File: src/rtl/seq_divider_8_by_4_if.sv
// Request/result bundle for the 8-by-4 sequential divider.
// Master issues divisions; slave is the divider itself.
interface seq_divider_8_by_4_if;
  logic       start;
  logic [7:0] dividend;
  logic [3:0] divisor;
  logic       busy;
  logic       done;
  logic [7:0] quotient;
  logic [3:0] remainder;
  logic       div_by_zero;

  modport master (
    output start,
    output dividend,
    output divisor,
    input  busy,
    input  done,
    input  quotient,
    input  remainder,
    input  div_by_zero
  );

  modport slave (
    input  start,
    input  dividend,
    input  divisor,
    output busy,
    output done,
    output quotient,
    output remainder,
    output div_by_zero
  );
endinterface

File: src/rtl/seq_divider_8_by_4.sv
// Restoring divider: 8-bit dividend by 4-bit divisor,
// one quotient bit per clock, MSB first, registered results.
module seq_divider_8_by_4 (
  input  logic                 clk,
  input  logic                 rst_n,
  seq_divider_8_by_4_if.slave  bus
);

  typedef enum logic [1:0] {
    IDLE   = 2'd0,
    RUN    = 2'd1,
    FINISH = 2'd2
  } state_t;

  state_t     state_q, state_d;
  logic [3:0] cnt_q, cnt_d;
  logic [4:0] prem_q, prem_d;
  logic [7:0] acc_q, acc_d;
  logic [3:0] dsr_q, dsr_d;
  logic       zero_q, zero_d;
  logic       busy_q, busy_d;
  logic       done_q, done_d;
  logic [7:0] quot_q, quot_d;
  logic [3:0] rem_q, rem_d;
  logic       dbz_q, dbz_d;

  logic [4:0] shifted;
  logic [4:0] diff;
  logic       fits;

  // acc holds the unconsumed dividend bits on the left and
  // the quotient bits shifted in on the right.
  assign shifted = {prem_q[3:0], acc_q[7]};
  assign diff    = shifted - {1'b0, dsr_q};
  assign fits    = shifted >= {1'b0, dsr_q};

  always_comb begin
    state_d = state_q;
    cnt_d   = cnt_q;
    prem_d  = prem_q;
    acc_d   = acc_q;
    dsr_d   = dsr_q;
    zero_d  = zero_q;
    busy_d  = busy_q;
    done_d  = 1'b0;
    quot_d  = quot_q;
    rem_d   = rem_q;
    dbz_d   = dbz_q;
    unique case (state_q)
      IDLE: begin
        if (bus.start) begin
          acc_d  = bus.dividend;
          dsr_d  = bus.divisor;
          prem_d = '0;
          cnt_d  = 4'd8;
          busy_d = 1'b1;
          zero_d = (bus.divisor == 4'd0);
          state_d = (bus.divisor == 4'd0) ? FINISH : RUN;
        end
      end
      RUN: begin
        if (fits) begin
          prem_d = diff;
          acc_d  = {acc_q[6:0], 1'b1};
        end else begin
          prem_d = shifted;
          acc_d  = {acc_q[6:0], 1'b0};
        end
        cnt_d = cnt_q - 4'd1;
        if (cnt_q == 4'd1) begin
          state_d = FINISH;
        end
      end
      FINISH: begin
        done_d  = 1'b1;
        busy_d  = 1'b0;
        state_d = IDLE;
        if (zero_q) begin
          quot_d = 8'hFF;
          rem_d  = 4'h0;
          dbz_d  = 1'b1;
        end else begin
          quot_d = acc_q;
          rem_d  = prem_q[3:0];
          dbz_d  = 1'b0;
        end
      end
      default: begin
        state_d = IDLE;
        busy_d  = 1'b0;
      end
    endcase
  end

  always_ff @(posedge clk) begin
    if (!rst_n) begin
      state_q <= IDLE;
      cnt_q   <= '0;
      prem_q  <= '0;
      acc_q   <= '0;
      dsr_q   <= '0;
      zero_q  <= 1'b0;
      busy_q  <= 1'b0;
      done_q  <= 1'b0;
      quot_q  <= '0;
      rem_q   <= '0;
      dbz_q   <= 1'b0;
    end else begin
      state_q <= state_d;
      cnt_q   <= cnt_d;
      prem_q  <= prem_d;
      acc_q   <= acc_d;
      dsr_q   <= dsr_d;
      zero_q  <= zero_d;
      busy_q  <= busy_d;
      done_q  <= done_d;
      quot_q  <= quot_d;
      rem_q   <= rem_d;
      dbz_q   <= dbz_d;
    end
  end

  assign bus.busy        = busy_q;
  assign bus.done        = done_q;
  assign bus.quotient    = quot_q;
  assign bus.remainder   = rem_q;
  assign bus.div_by_zero = dbz_q;

endmodule

File: src/flat_wrapper.sv
// flat-port wrapper written by rule: the top's interface ports become plain ports
module seq_divider_8_by_4_flat 
  (clk, rst_n, bus_start, bus_dividend, bus_divisor, bus_busy, bus_done, bus_quotient, bus_remainder, bus_div_by_zero);
  seq_divider_8_by_4_if bus_i ();
  input  logic clk;
  input  logic rst_n;
  input wire logic [$bits(bus_i.start)-1:0] bus_start;
  input wire logic [$bits(bus_i.dividend)-1:0] bus_dividend;
  input wire logic [$bits(bus_i.divisor)-1:0] bus_divisor;
  output wire logic [$bits(bus_i.busy)-1:0] bus_busy;
  output wire logic [$bits(bus_i.done)-1:0] bus_done;
  output wire logic [$bits(bus_i.quotient)-1:0] bus_quotient;
  output wire logic [$bits(bus_i.remainder)-1:0] bus_remainder;
  output wire logic [$bits(bus_i.div_by_zero)-1:0] bus_div_by_zero;
  assign bus_i.start = bus_start;
  assign bus_i.dividend = bus_dividend;
  assign bus_i.divisor = bus_divisor;
  assign bus_busy = bus_i.busy;
  assign bus_done = bus_i.done;
  assign bus_quotient = bus_i.quotient;
  assign bus_remainder = bus_i.remainder;
  assign bus_div_by_zero = bus_i.div_by_zero;
  seq_divider_8_by_4 u_core (.clk(clk), .rst_n(rst_n), .bus(bus_i));
endmodule
File: config.mk
export PLATFORM = sky130hd
export DESIGN_NAME = seq_divider_8_by_4_flat
export DESIGN_NICKNAME = d
export VERILOG_FILES = /design/src/rtl/seq_divider_8_by_4_if.sv /design/src/rtl/seq_divider_8_by_4.sv /design/src/flat_wrapper.sv
export SDC_FILE = /design/constraint.sdc
export NUM_CORES = 1
export LEC_CHECK = 0
export ABC_AREA = 1
export CORE_UTILIZATION = 55
export CTS_CLUSTER_DIAMETER = 30
export CTS_CLUSTER_SIZE = 14
export DETAILED_ROUTE_END_ITERATION = 7
export DONT_BUFFER_PORTS = 1
export GPL_ROUTABILITY_DRIVEN = 0
export PLACE_DENSITY = 0.71
export SYNTH_ARGS = -nofsm -noshare
export SYNTH_HDL_FRONTEND = slang
export SYNTH_SLANG_ARGS = --single-unit
export TNS_END_PERCENT = 30
File: constraint.sdc
create_clock -name clk -period 1.5 [get_ports clk]
set_clock_uncertainty 0.2 [all_clocks]
set_input_delay 0.075 -clock clk [delete_from_list [all_inputs] [get_ports clk]]
set_output_delay 0.075 -clock clk [all_outputs]
set_load 0.01 [all_outputs]
==> results of run 1 <==
timing repair:
item | in CTS | in global routing
hold buffers | 11 | 6
pin swaps | 3 | 8
setup endpoints to repair | 6 | 24
hold endpoints to repair | 28 | 29
gates cloned | 0 | 0
setup buffers | 0 | 3
resized for setup | 5 | 19
logic make-up after synthesis:
family          count (synthesis)  synth area share (%)
compound gates                 47                  15.4
fa+ha+maj                       7                  5.71
simple gates                   95                  25.0
flops                          38                  45.7
xor+xnor                        1                 0.526
buf+inv                        30                  7.66
power groups by stage:
stage | Combinational (uW) | Clock [uW] | Sequential (uW)
2_1_floorplan | 451 | 0 | 1170
3_3_place_gp | 559 | 0 | 1190
3_5_place_dp | 581 | 0 | 1190
4_1_cts | 615 | 686 | 1170
5_1_grt | 863 | 727 | 1180
6_report | 782 | 672 | 1180
path summary, 6_finish.rpt:
path	cells after the start	endpoint	slack [ns]	from
setup / recovery	11	u_core.prem_q[0]$_SDFFE_PN0P_	-0.12	u_core.acc_q[7]$_SDFFE_PN0P_
hold / removal	3	u_core.acc_q[3]$_SDFFE_PN0P_	0.25	bus_dividend[3]
hold reg to reg	2	u_core.cnt_q[1]$_SDFFE_PN0P_	0.27	u_core.cnt_q[1]$_SDFFE_PN0P_
setup reg to reg	11	u_core.prem_q[0]$_SDFFE_PN0P_	-0.12	u_core.acc_q[7]$_SDFFE_PN0P_
routing by layer:
layer	track usage, %	up-vias	part of all wire [%]
li1	-	785	-
met1	31.3	702	44
met2	40.0	59	46
met3	4.76	14	6.7
met4	11.5	0	2.6
met5	0	-	0
flip-flops by register name, indices dropped and copies added (netlist names):
register and flops:
u_core.bus.quotient 8, u_core.zero_q 1, u_core.prem_q 4, u_core.bus.busy 1, u_core.dsr_q 4, u_core.acc_q 8
u_core.bus.div_by_zero 1, u_core.bus.done 1, u_core.bus.remainder 4, u_core.cnt_q 4, u_core.state_q 2
cell usage in the layout, fill, tap and decap left out, types with 5 or more instances in the layout:
cell type / count
nand3_1: 17
a21oi_1: 20
nand2_1: 58
a31oi_1: 6
dlygate4sd3_1: 17
clkbuf_4: 5
buf_4: 16
dfxtp_2: 6
inv_2: 6
inv_1: 15
dfxtp_1: 32
o21ai_0: 15
per-stage QoR:
step,power (uW),instance area (sq um),hold WS (ns)
after global placement,1740,1800,-0.0231
after global routing,2770,2160,0.244
after detailed placement,1770,1800,-0.0198
final,2630,2160,0.252
after floorplan,1630,1700,0.0355
after CTS,2470,2000,-0.388
critical path, cell delays in order (launching register included):
cell and delay (ns):
dfxtp_2 0.36, inv_2 0.05, ha_4 0.26, inv_2 0.03, nand2_2 0.05, nand2_1 0.04, nand2_1 0.06, nand2_2 0.09
buf_6 0.14, nand3_2 0.05, nand3_2 0.06, a21oi_1 0.15
cell type report:
cell class / instances / area (sq um) / area share, %
clock inverters: 1 / 30.0 / 1.39
repair buffers: 35 / 313 / 14.5
well taps: 31 / 38.8 / 1.80
multi-input cells: 150 / 883 / 41.0
clock buffers: 7 / 45.0 / 2.09
flip-flops and latches: 38 / 768 / 35.6
inverters: 21 / 78.8 / 3.65
==> key figures, run 1 <==
Synth
  – Netlist cell types: 25
  – Largest area contributor in the netlist: dfxtp_1
  – Sequential fraction of the synthesis area: 45.7%
  – Mapped Avg Cell Area: 7.64 sq um
  – Post-synth ARST share: 0%
  – YS warnings: 0
  – Post-Syn Area: 1670 sq um
  – Synth Instances: 218
  – Count leader, synth: nand2_1
  – Top post-synthesis cells by area: dfxtp_1 (46%), nand2_1 (14%), a21oi_1 (6.3%)
  – Post-synth top area share: a little under half
  – EDFF count, synth: 0
  – Top cells by instance count after synthesis: nand2_1 (62), dfxtp_1 (38), a21oi_1 (21), nand3_1 (21), inv_1 (19)
  – Post-synth top flop: dfxtp_1
  – Register bit total from synthesis: 38
  – Syn_nets: 240

Min path
  – HP Class: primary input to register

Routing
  – Iteration-0 DRC Markers: 90
  – Via count: 1,560
  – WL/cell: 13.5 um
  – DRC Markers: 6
  – First-pass DRT Iterations: 7
  – Final ANT Viol Nets: 0
  – Post-DR vias/cell: 5.51
  – Routed wire length: about 3800 um

Timing
  – Count of endpoints failing setup in the final report: 8
  – RSZ-0062 raised after global routing: yes
  – Max Slew Vio Count: 0
  – Setup TNS Final: -0.465 ns
  – PnR worst setup slack: -0.115 ns
  – Worst slew margin: 59.6%
  – Tmin final: roughly 1.6 ns
  – Final Cycle Share: 108%
  – Slew at the pin with the worst max-slew slack: approximately 0.6 ns
  – Fin. Hold Viols: 0
  – Max Clk Rate: just over 600 MHz

Power
  – Logic pwr share: 29.7%
  – NetSw: 834 uW
  – Sequential power share: around 45%
  – Switching Share: about a third
  – Worst vdd ir: 0.000765 V
  – Power Internal: 1800 uW
  – PD cells: 1220 nW/um^2
  – Clock power frac: about a quarter
  – Leakage power: 0.000897 uW

Setup path
  – Critical Path Source Type: register
  – Crit path max fanout: 4
  – Critical Path AT: 1.68 ns
  – WP data required: approximately 1.6 ns
  – Setup crit end kind: register
  – CP Class: register to register

CTS
  – Clock-pin slew on the worst setup and hold paths: 0.11 ns
  – Clock buffer depth: 2
  – Worst skew pair latency: 0.34 ns
  – CTS tree: yes
  – CTS sink count: 38
  – H-tree levels: 2
  – CTS root buf: clkbuf_4
  – CTS Buf Count: 5

Layout
  – Share of the core filled with cells: about three quarters
  – Area grow syn2layout: 29.5%
  – Final Net Count: 273
  – Non-filler cells, final: ~280
  – Layout cell share with drive strength beyond 1: between 20% and 30%
  – # fillers: 206
  – # diodes: 0

GRT
  – Initial antenna violation count: 0
  – GRT Total Usage: 24.5%
  – Vias in the first global route: 1,470
  – Largest net degree at the start of global routing: 19
  – First-pass GRT wire length: just over 6000 um
  – GR Overflow Total: 0

Outcome
  – Failing checks: DRC, setup timing
  – Status: finished with violations

Floorplan
  – Number of placed I/O pins: 30
  – DIE AREA: 3250 sq um
  – Die Ht: 57.0 um
  – Die Wd: about 57 um
  – Row cnt: 19
  – Area of the core: 2810 sq um
  – Starting density of the core: between 50% and 60%

Placement
  – # port buffers: 0
  – Inst Count DP: 255
  – Pre-CTS setup slack: -0.0775 ns
  – Placed wire-length estimate: 2560 um

Run
  – Max Cap Violations: 0
No activity file was read; power rests on OpenSTA's default activity.
==> run 2: changes to the inputs <==
==> constraint.sdc (replaced) <==
create_clock -name clk -period 1.5 [get_ports clk]
set_clock_uncertainty 0.2 [all_clocks]
set_input_delay 0.15 -clock clk [delete_from_list [all_inputs] [get_ports clk]]
set_output_delay 0.15 -clock clk [all_outputs]
set_load 0.01 [all_outputs]
==> run 2 against run 1 <==
- design area down 0.12%
- fmax down 0.23%
- sequential share of layout area about the same
- setup slack worse by 0.0037 ns
- via count down 0.90%
- clock power up 0.6%
- cell count unchanged
- sequential power about the same
- combinational power down 0.5%
- non-clock buffer count unchanged
- the flow still finishes with violations (DRC, setup timing)
- first-iteration DRC count down 24%
==> key figures, run 2 (synthesis results as in run 1) <==
Placement
  – Placed wire-length estimate: 2560 um (unchanged)
  – # port buffers: 0 (unchanged)
  – Inst Count DP: 255 (unchanged)

Layout
  – Area grow syn2layout: 29.4%
  – Non-filler cells, final: 283 (unchanged)
  – Most common cell after layout, fill and taps aside: nand2_1
  – # diodes: 0 (unchanged)
  – Most frequent cells in the layout: nand2_1 (58), dfxtp_1 (32), a21oi_1 (20), nand3_1 (17), dlygate4sd3_1 (17)
  – Final Net Count: 273 (unchanged)
  – Layout cell share with drive strength beyond 1: 22.2% (-0.40 points)

CTS
  – CTS sink count: 38 (unchanged)
  – Clock-pin slew on the worst setup and hold paths: 0.12 ns (about the same)
  – Worst skew pair latency: 0.34 ns (about the same)
  – CTS Buf Count: 5 (unchanged)
  – H-tree levels: 2 (unchanged)
  – Clock buffer depth: 2 (unchanged)
  – CTS root buf: clkbuf_4
  – CTS tree: yes

Floorplan
  – Die Wd: 57.0 um (unchanged)
  – Number of placed I/O pins: 30 (unchanged)
  – DIE AREA: 3250 sq um (unchanged)
  – Starting density of the core: 59.4% (unchanged)
  – Area of the core: 2810 sq um (unchanged)
  – Row cnt: 19 (unchanged)
  – Die Ht: 57.0 um (unchanged)

Setup path
  – Critical Path AT: 1.68 ns (about the same)
  – CP Class: register to register
  – Crit path max fanout: 4 (unchanged)
  – WP data required: 1.57 ns (about the same)
  – Critical-path cell list: inv_2, ha_4, inv_2, nand2_2, nand2_1, nand2_1, nand2_2, buf_6, nand3_2, nand3_2, a21oi_1
  – Critical Path Source Type: register
  – Max stage delay on crit path: 0.36 ns (about the same)
  – Setup crit end kind: register
  – CP max-delay cell: dfxtp_2

Routing
  – Iteration-0 DRC Markers: 68 (-24%)
  – Via count: 1,546 (-0.90%)
  – Final ANT Viol Nets: 0 (unchanged)
  – Post-DR vias/cell: 5.46 (-0.90%)
  – WL/cell: 13.5 um (about the same)
  – Routed wire length: 3830 um (about the same)
  – First-pass DRT Iterations: 6 (-1)
  – DRC Markers: 6 (unchanged)

Outcome
  – Failing checks: DRC, setup timing
  – Status: finished with violations

Timing
  – Slew at the pin with the worst max-slew slack: 0.568 ns (-0.0358 ns)
  – Final Cycle Share: 108% (+0.25 points)
  – RSZ-0062 raised after global routing: yes
  – WHS: 0.274 ns (+0.0223 ns)
  – Max Clk Rate: 618 MHz (-0.23%)
  – Worst slew margin: 62.0% (+2.4 points)
  – Fin. Hold Viols: 0 (unchanged)
  – Tmin final: 1.62 ns (+0.00369 ns)
  – Max Slew Vio Count: 0 (unchanged)
  – Count of endpoints failing setup in the final report: 7 (-1)
  – PnR worst setup slack: -0.119 ns (-0.00369 ns)
  – Setup TNS Final: -0.426 ns (+0.0387 ns)

GRT
  – GRT Total Usage: 24.8% (+0.34 points)
  – Vias in the first global route: 1,491 (+1.4%)
  – First-pass GRT wire length: 6240 um (+1.6%)
  – Initial antenna violation count: 0 (unchanged)
  – GR Overflow Total: 0 (unchanged)
  – Largest net degree at the start of global routing: 19 (unchanged)

Power
  – Worst vdd ir: 0.000744 V (-2.8%)
  – Leakage power: 0.000899 uW (+0.28%)
  – PD cells: 1220 nW/um^2 (+0.13%)

Min path
  – HP Class: register to register

Run
  – Max Cap Violations: 0 (unchanged)
## run 2: cell type report
| cell class | count | area, sq um |
|---|---|---|
| clock buffer | 7 | 45.0 |
| timing repair buffer | 35 | 313 |
| clock inverter | 1 | 30.0 |
| fill | 204 | 651 |
| tap | 31 | 38.8 |
| sequential | 38 | 768 |
| multi-input combinational | 150 | 881 |
| inverter | 21 | 78.8 |
## run 2: path summary, 6_finish.rpt
path,startpoint,cells past startpoint,slack [ns],endpoint
worst max-delay path,u_core.acc_q[7]$_SDFFE_PN0P_,11,-0.12,u_core.prem_q[0]$_SDFFE_PN0P_
worst min-delay path,u_core.cnt_q[1]$_SDFFE_PN0P_,2,0.27,u_core.cnt_q[1]$_SDFFE_PN0P_
worst max register to register,u_core.acc_q[7]$_SDFFE_PN0P_,11,-0.12,u_core.prem_q[0]$_SDFFE_PN0P_
worst min register to register,u_core.cnt_q[1]$_SDFFE_PN0P_,2,0.27,u_core.cnt_q[1]$_SDFFE_PN0P_
## run 2: stage by stage
stage                     area [sq um]  power, uW  util (%)  worst slack (ns)
final                             2150       2630      76.8            -0.119
after global routing              2150       2780      76.8            -0.217
after CTS                         2020       2480      72.2           -0.0663
after detailed placement          1800       1770      64.3           -0.0775
after global placement            1800       1740      64.3           -0.0368
after floorplan                   1700       1630         -          0.000448
## run 2: routing by layer
metal / up-vias / wire length [um] / track usage [%]
li1: 782 / - / -
met5: - / 0 / 0
met2: 56 / 1750 / 40.8
met4: 0 / 99 / 11.5
met1: 694 / 1740 / 31.6
met3: 14 / 233 / 4.76
## run 2: worst max-delay path, delay by kind of cell (launching register included)
kind / cells / cell delay (ns)
flip-flops: 1 / 0.36
buffers and inverters: 3 / 0.22
AO/OA/AOI/OAI: 1 / 0.15
AND/OR/NAND/NOR: 6 / 0.35
adder cells (fa/ha/maj): 1 / 0.26
## run 2: power by group
group | total [uW] | switching [uW] | internal (uW)
Clock | 676 | 322 | 354
Sequential | 1180 | 77.7 | 1100
Combinational | 778 | 434 | 344
## run 2: what timing repair did
item                                   4_1_cts  5_1_grt
hold buffers                                13        4
pin swaps                                    3        8
setup buffers                                0        3
endpoints found under the hold margin       27       18
gates resized for setup                      5       18
setup endpoints to repair                    6       24
==> run 3: changes to the inputs <==
--- a/config.mk
+++ b/config.mk
@@ -6,13 +6,14 @@
 export NUM_CORES = 1
 export LEC_CHECK = 0
 export ABC_AREA = 1
+export CORE_MARGIN = 2
 export CORE_UTILIZATION = 55
 export CTS_CLUSTER_DIAMETER = 30
 export CTS_CLUSTER_SIZE = 14
 export DETAILED_ROUTE_END_ITERATION = 7
 export DONT_BUFFER_PORTS = 1
 export GPL_ROUTABILITY_DRIVEN = 0
-export PLACE_DENSITY = 0.71
+export PLACE_DENSITY = 0.73
 export SYNTH_ARGS = -nofsm -noshare
 export SYNTH_HDL_FRONTEND = slang
 export SYNTH_SLANG_ARGS = --single-unit
==> run 3 against run 2 <==
- the run ends with setup timing left
- fmax is 2.2% higher
- critical path depth shrank 1
- count of clock-buffer cells in the layout is 2 lower
- largest cell class unchanged
- largest power group unchanged
==> key figures, run 3 (synthesis results as in run 1) <==
Outcome
  – Status: finished with violations
  – Failing checks: setup timing

Layout
  – Most common cell after layout, fill and taps aside: nand2_1
  – # diodes: 0 (unchanged)
  – Final Net Count: 280 (+2.6%)
  – # fillers: 189 (-7.4%)
  – Sequential Area: 771 sq um (+0.33%)
  – Area grow syn2layout: 33.4%
  – Area of the multi-input gates: 867 sq um (-1.6%)
  – Layout cell share with drive strength beyond 1: 24.3% (+2.1 points)
  – Most frequent cells in the layout: nand2_1 (57), dfxtp_1 (32), buf_4 (25), nand3_1 (19), a21oi_1 (19)

Timing
  – Worst slew margin: 62.6% (+0.59 points)
  – Count of endpoints failing setup in the final report: 5 (-2)
  – Fin. Hold Viols: 0 (unchanged)
  – Setup TNS Final: -0.289 ns (+0.137 ns)
  – Max Slew Vio Count: 0 (unchanged)
  – Tmin final: 1.58 ns (-0.0356 ns)
  – PnR worst setup slack: -0.0836 ns (+0.0356 ns)
  – Max Clk Rate: 631 MHz (+2.2%)
  – Slew at the pin with the worst max-slew slack: 0.559 ns (-0.00885 ns)
  – RSZ-0062 raised after global routing: yes
  – Final Cycle Share: 106% (-2.4 points)

Routing
  – Final ANT Viol Nets: 0 (unchanged)
  – DRC Markers: 0 (-6)
  – WL/cell: 14.9 um (+10%)
  – Post-DR vias/cell: 5.55 (+1.6%)
  – First-pass DRT Iterations: 4 (-2)
  – Routed wire length: 4310 um (+13%)
  – Iteration-0 DRC Markers: 96 (+41%)
  – Via count: 1,609 (+4.1%)

Setup path
  – Critical Path AT: 1.62 ns (-0.06 ns)
  – Crit path max fanout: 3 (-1)
  – Critical Path Source Type: register
  – FF-to-FF path depth: 10 (-1)
  – Setup crit end kind: register
  – CP Class: register to register
  – WP data required: 1.54 ns (-0.03 ns)

CTS
  – CTS tree: yes
  – CTS Buf Count: 5 (unchanged)
  – H-tree levels: 2 (unchanged)
  – Clock-pin slew on the worst setup and hold paths: 0.12 ns (about the same)
  – CTS sink count: 38 (unchanged)
  – CTS root buf: clkbuf_4
  – Worst skew pair latency: 0.34 ns (about the same)
  – Clock buffer depth: 2 (unchanged)

Placement
  – # port buffers: 0 (unchanged)
  – Pre-CTS setup slack: -0.110 ns (-0.0328 ns)
  – Placed wire-length estimate: 2750 um (+7.6%)

Floorplan
  – Number of placed I/O pins: 30 (unchanged)
  – Row cnt: 19 (unchanged)
  – Die Wd: 59.0 um (+3.5%)
  – Area of the core: 2810 sq um (unchanged)
  – Die Ht: 59.0 um (+3.5%)
  – DIE AREA: 3480 sq um (+7.1%)
  – Starting density of the core: 59.4% (unchanged)

GRT
  – First-pass GRT wire length: 6790 um (+8.9%)
  – GRT Total Usage: 25.6% (+0.73 points)
  – Initial antenna violation count: 0 (unchanged)
  – GR Overflow Total: 0 (unchanged)
  – Vias in the first global route: 1,588 (+6.5%)
  – Largest net degree at the start of global routing: 18 (-1)

Min path
  – HP Class: register to register
  – Hold Path Depth: 2 (unchanged)

Power
  – Worst vdd ir: 0.000893 V (+20%)
  – PD cells: 1280 nW/um^2 (+4.9%)
  – Leakage power: 0.000943 uW (+4.8%)

Run
  – Max Cap Violations: 0 (unchanged)
[run 3: cell count changes in the layout (fill, tap and decap cells not counted), moves of 2 or more]
cell	before	now
buf_4	16	25
buf_6	2	0
clkbuf_1	2	0
nand3_1	17	19
[run 3: path summary, 6_finish.rpt]
check,from,slack [ns],to
max,u_core.dsr_q[2]$_SDFFE_PN0P_,-0.08,u_core.prem_q[3]$_SDFFE_PN0P_
min,u_core.cnt_q[1]$_SDFFE_PN0P_,0.27,u_core.cnt_q[1]$_SDFFE_PN0P_
max reg2reg,u_core.dsr_q[2]$_SDFFE_PN0P_,-0.08,u_core.prem_q[3]$_SDFFE_PN0P_
min reg2reg,u_core.cnt_q[1]$_SDFFE_PN0P_,0.27,u_core.cnt_q[1]$_SDFFE_PN0P_
[run 3: layer usage]
layer,vias up,GRT usage (%),wire [um]
met1,783,29.3,1810
met5,-,0,0
met3,4,3.93,102
met4,0,9.09,25
li1,796,-,-
met2,26,47.6,2380
[run 3: critical path, stage by stage (launching register included)]
cell and delay, ns:
dfxtp_2 0.34, inv_2 0.04, ha_4 0.28, buf_4 0.12, nand3_2 0.08, nand2_1 0.09, nand2_1 0.06, nand2_1 0.10
nand2_2 0.06, nand3_2 0.06, a21oi_2 0.05
[run 3: power breakdown]
| group | switching (uW) | internal (uW) |
|---|---|---|
| sequential | 74.7 | 1100 |
| combinational | 447 | 350 |
| clock | 354 | 521 |
| total | 876 | 1970 |
[run 3: repair_timing]
item,in CTS,in global routing
setup endpoints to repair,8,20
resized for setup,9,12
endpoints found under the hold margin,28,0
setup buffers,1,8
pin swaps,7,9
hold buffers,17,0
[run 3: stage by stage]
stage          std cells  utilization [%]  total power, uW  cell area [sq um]  hold slack (ns)
2_1_floorplan        218                -             1630               1700            0.110
3_3_place_gp         257             64.8             1750               1820           0.0512
3_5_place_dp         257             64.8             1790               1820           0.0556
4_1_cts              283             76.2             2740               2140            0.274
5_1_grt              290             79.2             2970               2220            0.296
6_report             290             79.2             2840               2220            0.274
[run 3: layout make-up]
class                   count  area share [%]
well taps                  31            1.75
inverters                  21            3.66
multi-input cells         150            39.0
clock inverters             3            3.10
repair buffers             42            16.1
flip-flops and latches     38            34.7
clock buffers               5            1.69
